`src/rtl/contador_control.sv`:
```
// contador_control: button-driven start/pause/clear sequencer stepping a bounded up/down counter on prescaler ticks
module contador_control #(
    parameter logic [27:0] DIVISOR   = 28'd50000000,
    parameter int          WIDTH     = 4,
    parameter int          MAX_COUNT = 9,
    parameter bit          WRAP      = 1'b1
) (
    input  logic             clock_in,
    input  logic             reset,
    input  logic             btn_start,
    input  logic             btn_stop,
    input  logic             btn_dir,
    output logic [WIDTH-1:0] count_out,
    output logic             dir_out,
    output logic             running,
    output logic             tick,
    output logic             bound_pulse
);
    typedef enum logic [1:0] {IDLE, RUN, PAUSE} state_t;
    localparam logic [WIDTH-1:0] MAX_W = WIDTH'(MAX_COUNT);
    localparam logic [27:0]      LAST  = DIVISOR - 28'd1;
    state_t           state_q, state_d;
    logic [2:0]       sync1_q, sync1_d, sync2_q, sync2_d, edge_q, edge_d, pulse_q, pulse_d;
    logic [27:0]      presc_q, presc_d;
    logic [WIDTH-1:0] count_q, count_d;
    logic             tick_q, tick_d, bound_q, bound_d, dir_q, dir_d;
    logic             start_p, stop_p, dir_p, at_bound;

    assign {dir_p, stop_p, start_p} = pulse_q;
    assign count_out   = count_q;
    assign dir_out     = dir_q;
    assign running     = state_q == RUN;
    assign tick        = tick_q;
    assign bound_pulse = bound_q;

    // Two-flop synchronizers followed by a registered rising-edge pulse per button ({dir, stop, start})
    always_comb begin
        sync1_d = {btn_dir, btn_stop, btn_start};
        sync2_d = sync1_q;
        edge_d  = sync2_q;
        pulse_d = sync2_q & ~edge_q;
    end

    // Stop outranks start: it pauses a running counter and clears a paused one back to idle
    always_comb begin
        state_d = state_q;
        if (stop_p) state_d = (state_q == RUN) ? PAUSE : IDLE;
        else if (start_p) state_d = RUN;
    end

    // Prescaler advances only while running, freezes in pause so resume keeps the partial period
    always_comb begin
        presc_d = '0;
        tick_d  = 1'b0;
        if (state_q == RUN) begin
            presc_d = (presc_q == LAST) ? '0 : presc_q + 28'd1;
            tick_d  = presc_q == LAST;
        end else if (state_q == PAUSE) begin
            presc_d = stop_p ? '0 : presc_q;
        end
    end

    // Counter steps on the registered tick using the direction held before any coincident toggle
    always_comb begin
        at_bound = dir_q ? (count_q == '0) : (count_q == MAX_W);
        count_d  = count_q;
        bound_d  = 1'b0;
        dir_d    = dir_q ^ dir_p;
        if (tick_q) begin
            bound_d = at_bound;
            count_d = dir_q ? (at_bound ? (WRAP ? MAX_W : count_q) : count_q - WIDTH'(1))
                            : (at_bound ? (WRAP ? '0 : count_q) : count_q + WIDTH'(1));
        end
        if (state_q == PAUSE && stop_p) count_d = '0;
    end

    // All state clears immediately on reset, independent of the clock
    always_ff @(posedge clock_in or posedge reset) begin
        if (reset) begin
            state_q <= IDLE;
            sync1_q <= '0;
            sync2_q <= '0;
            edge_q  <= '0;
            pulse_q <= '0;
            presc_q <= '0;
            count_q <= '0;
            tick_q  <= 1'b0;
            bound_q <= 1'b0;
            dir_q   <= 1'b0;
        end else begin
            state_q <= state_d;
            sync1_q <= sync1_d;
            sync2_q <= sync2_d;
            edge_q  <= edge_d;
            pulse_q <= pulse_d;
            presc_q <= presc_d;
            count_q <= count_d;
            tick_q  <= tick_d;
            bound_q <= bound_d;
            dir_q   <= dir_d;
        end
    end
endmodule
```
`config.mk`:
```
export PLATFORM = sky130hd
export DESIGN_NAME = contador_control
export DESIGN_NICKNAME = d
export VERILOG_FILES = /design/src/rtl/contador_control.sv
export SDC_FILE = /design/constraint.sdc
export NUM_CORES = 1
export LEC_CHECK = 0
export ABC_AREA = 1
export ABC_CLOCK_PERIOD_IN_PS = 2460
export BUFFER_PORTS_ARGS = -buffer_cell sky130_fd_sc_hd__buf_2
export CORE_MARGIN = 5
export CORE_UTILIZATION = 30
export DETAILED_ROUTE_END_ITERATION = 12
export PLACE_DENSITY = 0.47
export SYNTH_ARGS = -nofsm -noshare
export SYNTH_HDL_FRONTEND = slang
export SYNTH_SLANG_ARGS = --single-unit
```
`constraint.sdc`:
```
create_clock -name clock_in -period 2.46 [get_ports clock_in]
set_input_delay 0.246 -clock clock_in [delete_from_list [all_inputs] [get_ports clock_in]]
set_output_delay 0.246 -clock clock_in [all_outputs]
set_load 0.02 [all_outputs]
```
==> flow_metrics.env <==
export IMPL_stdcell_count=497
export IMPL_design_core_area_um2=9150
export IMPL_postSynth_asyncResetShare=1.00
export IMPL_grt_setup_unrepaired="false"
export IMPL_n_antenna_cell=0
export IMPL_end_kind="flip-flop"
export IMPL_htreeDepth=2
export IMPL_placed_cells=488
export IMPL_ys_ff_latch=49
export IMPL_postRouteWirelength_mm=6.61
export IMPL_yosysWarnings=0
export IMPL_start_util=0.304
export IMPL_detail_route_wl_per_cell_um=13.3
export IMPL_path_max_fanout=10
export IMPL_cts_sinks=49
export IMPL_drive_gt1_frac=0.145
export IMPL_drt_iter0_markers=100
export IMPL_holdCritStartpoint="btn_dir"
export IMPL_critPathKind="reg -> reg"
export IMPL_cts_buffers=5
export IMPL_setup_violations=0
export IMPL_arrival_ns=1.82
export IMPL_tns_ns=0
export IMPL_r2r_start="presc_q[0]$_DFFE_PP0P_"
export IMPL_place_ws_ns=0.854
export IMPL_num_vias=2308
export IMPL_port_buffers=12
export IMPL_rrSetupSlack_ns=0.85
export IMPL_drt_antenna_violating_nets=0
export IMPL_syn_avg_cell_area_um2=7.62
export IMPL_seq_area_frac_synth=0.441
export IMPL_synth_top_area_frac=0.441
export IMPL_slew_headroom=0.755
export IMPL_max_vdd_ir_drop_mv=0.231
export IMPL_yosysMostFrequentCell="nand2_1"
export IMPL_cp_required_ns=2.67
export IMPL_num_io_pins=13
export IMPL_skew_ns=0.00275
export IMPL_timing_final_crit_share=0.656
export IMPL_max_freq_mhz=620
export IMPL_gp_congestion=0.856
export IMPL_internal_power_mw=1.18
export IMPL_drc=0
export IMPL_antenna_found_initial=0
export IMPL_path_clk_slew_ns=0.10
export IMPL_grt_pass1_vias=2243
export IMPL_synth_ff_type="dfrtp_1"
export IMPL_drtPass1Iterations=4
export IMPL_clockBufferDepth=2
export IMPL_hold_violations=0
export IMPL_viasPerCell=4.64
export IMPL_ys_top_cells_by_count="nand2_1, dfrtp_1, nor2_1"
export IMPL_clockPowerShare=0.311
export IMPL_insertion_delay_ns=0.31
export IMPL_swShare=0.319
export IMPL_cap_violations=0
export IMPL_p_per_area_nw_per_um2=557
export IMPL_grt_overflow=0
export IMPL_synth_top_cell_by_area="dfrtp_1"
export IMPL_dieArea_um2=11300
export IMPL_tightestPinTransition_ns=0.366
export IMPL_nets=395
export IMPL_p_switching_mw=0.551
export IMPL_hold_path_class="in -> reg"
export IMPL_p_leak_nw=1.38
export IMPL_grt_max_degree=20
export IMPL_start_kind="flip-flop"
export IMPL_die_w_um=106
export IMPL_synth_top_cells_by_area="dfrtp_1, nand2_1, nor2_1, nand3_1, inv_1"
export IMPL_total_power_mw=1.73
export IMPL_num_rows=35
export IMPL_pwr_share_comb=0.162
export IMPL_area_growth_syn_to_layout_pct=11.5
export IMPL_synth_distinct_cells=28
export IMPL_synth_edff_count=0
export IMPL_clockRootBuffer="clkbuf_8"
export IMPL_min_period_ns=1.61
export IMPL_syn_inst=365
export IMPL_slew_violations=0
export IMPL_cts_tree="yes"
export IMPL_power_frac_seq=0.527
export IMPL_crit_start="presc_q[0]$_DFFE_PP0P_"
export IMPL_track_usage=0.127
export IMPL_whs_ns=0.0351
export IMPL_setup_ws_ns=0.847
export IMPL_dp_hpwl_mm=5.03
export IMPL_status="finished, final reports clean"
export IMPL_grt_pass1_wl_mm=11.4
export IMPL_postSynthNetCount=375
export IMPL_synth_area_um2=2780
export IMPL_die_y_um=106
==> kinds of logic after synthesis <==
family,Yosys count,synth area share
simple gates,226,0.371
flops,49,0.441
buf+inv,40,0.0549
compound gates,28,0.0567
xor+xnor,17,0.0536
fa+ha+maj,5,0.0225
==> placed cells by master, fill, tap and decap left out, drive strengths merged <==
cell,netlist,layout
nand2,117,117
nor2,64,64
dfrtp,49,49
inv,36,37
nand3,34,34
o21ai,18,18
buf,2,16
xor2,15,15
nand4,7,7
clkbuf,2,6
ha,5,5
a21oi,4,4
xnor2,2,2
nor3,2,2
o22ai,2,2
o21bai,2,2
nand3b,1,1
a31oi,1,1
or2,1,1
a32o,1,1
clkinvlp,0,1
dlygate4sd3,0,1
==> power groups by stage <==
stage	sequential, mW	clock (mW)	combinational, mW
4_1_cts	0.909	0.565	0.287
2_1_floorplan	0.925	0	0.191
3_5_place_dp	0.925	0	0.285
6_report	0.909	0.537	0.280
3_3_place_gp	0.921	0	0.281
5_1_grt	0.917	0.587	0.319
==> area by class of cell <==
cell class,count,area [µm²]
Tap cell,111,139
Timing Repair Buffer,17,100
Multi-Input combinational cell,276,1400
Inverter,36,135
Fill cell,961,6050
Clock inverter,2,16.3
Clock buffer,6,82.6
Sequential cell,49,1230
==> worst paths after layout <==
path                                                 to  cells past startpoint
worst min-delay path               sync1_q[2]$_DFF_PP0_                      1
worst max-delay path            presc_q[19]$_DFFE_PP0P_                      8
max in group asynchronous         bound_pulse$_DFF_PP0_                      4
worst max register to register  presc_q[19]$_DFFE_PP0P_                      8
worst min register to register      edge_d[2]$_DFF_PP0_                      0
min in group asynchronous          sync1_q[0]$_DFF_PP0_                      3
==> per-stage QoR <==
| stage | area (µm²) | utilization |
|---|---|---|
| 2_1_floorplan | 2780 | - |
| 3_3_place_gp | 2990 | 0.327 |
| 3_5_place_dp | 2990 | 0.327 |
| 4_1_cts | 3100 | 0.339 |
| 5_1_grt | 3100 | 0.339 |
| 6_report | 3100 | 0.339 |
==> routing by layer <==
layer,global-route usage,share of wire,wire length [µm],up-vias
li1,-,-,-,1199
met1,0.171,0.50,3300,1078
met2,0.206,0.46,3060,22
met3,0.0219,0.018,122,9
met4,0.0416,0.020,131,0
met5,0,0,0,-
==> sequential cells by signal, indices dropped and copies added (netlist names) <==
register / cells
dir_out: 1
edge_d: 3
tick: 1
sync1_q: 3
bound_pulse: 1
presc_q: 28
state_q: 2
pulse_q: 3
edge_q: 3
count_out: 4
==> worst max-delay path: stages, from the launching register on <==
cell and delay, ns:
dfrtp_1 0.44, ha_1 0.20, nand2_2 0.08, nor2_4 0.17, nand3_1 0.10, nor2_1 0.15
nand2_2 0.17, nand4_1 0.14, nand2_1 0.06
==> repair_timing <==
item,CTS,global route
resized for setup,0,0
hold buffers,1,0
buffers inserted,0,0
endpoints found under the hold margin,15,0
(Power assumes the default switching activity.)
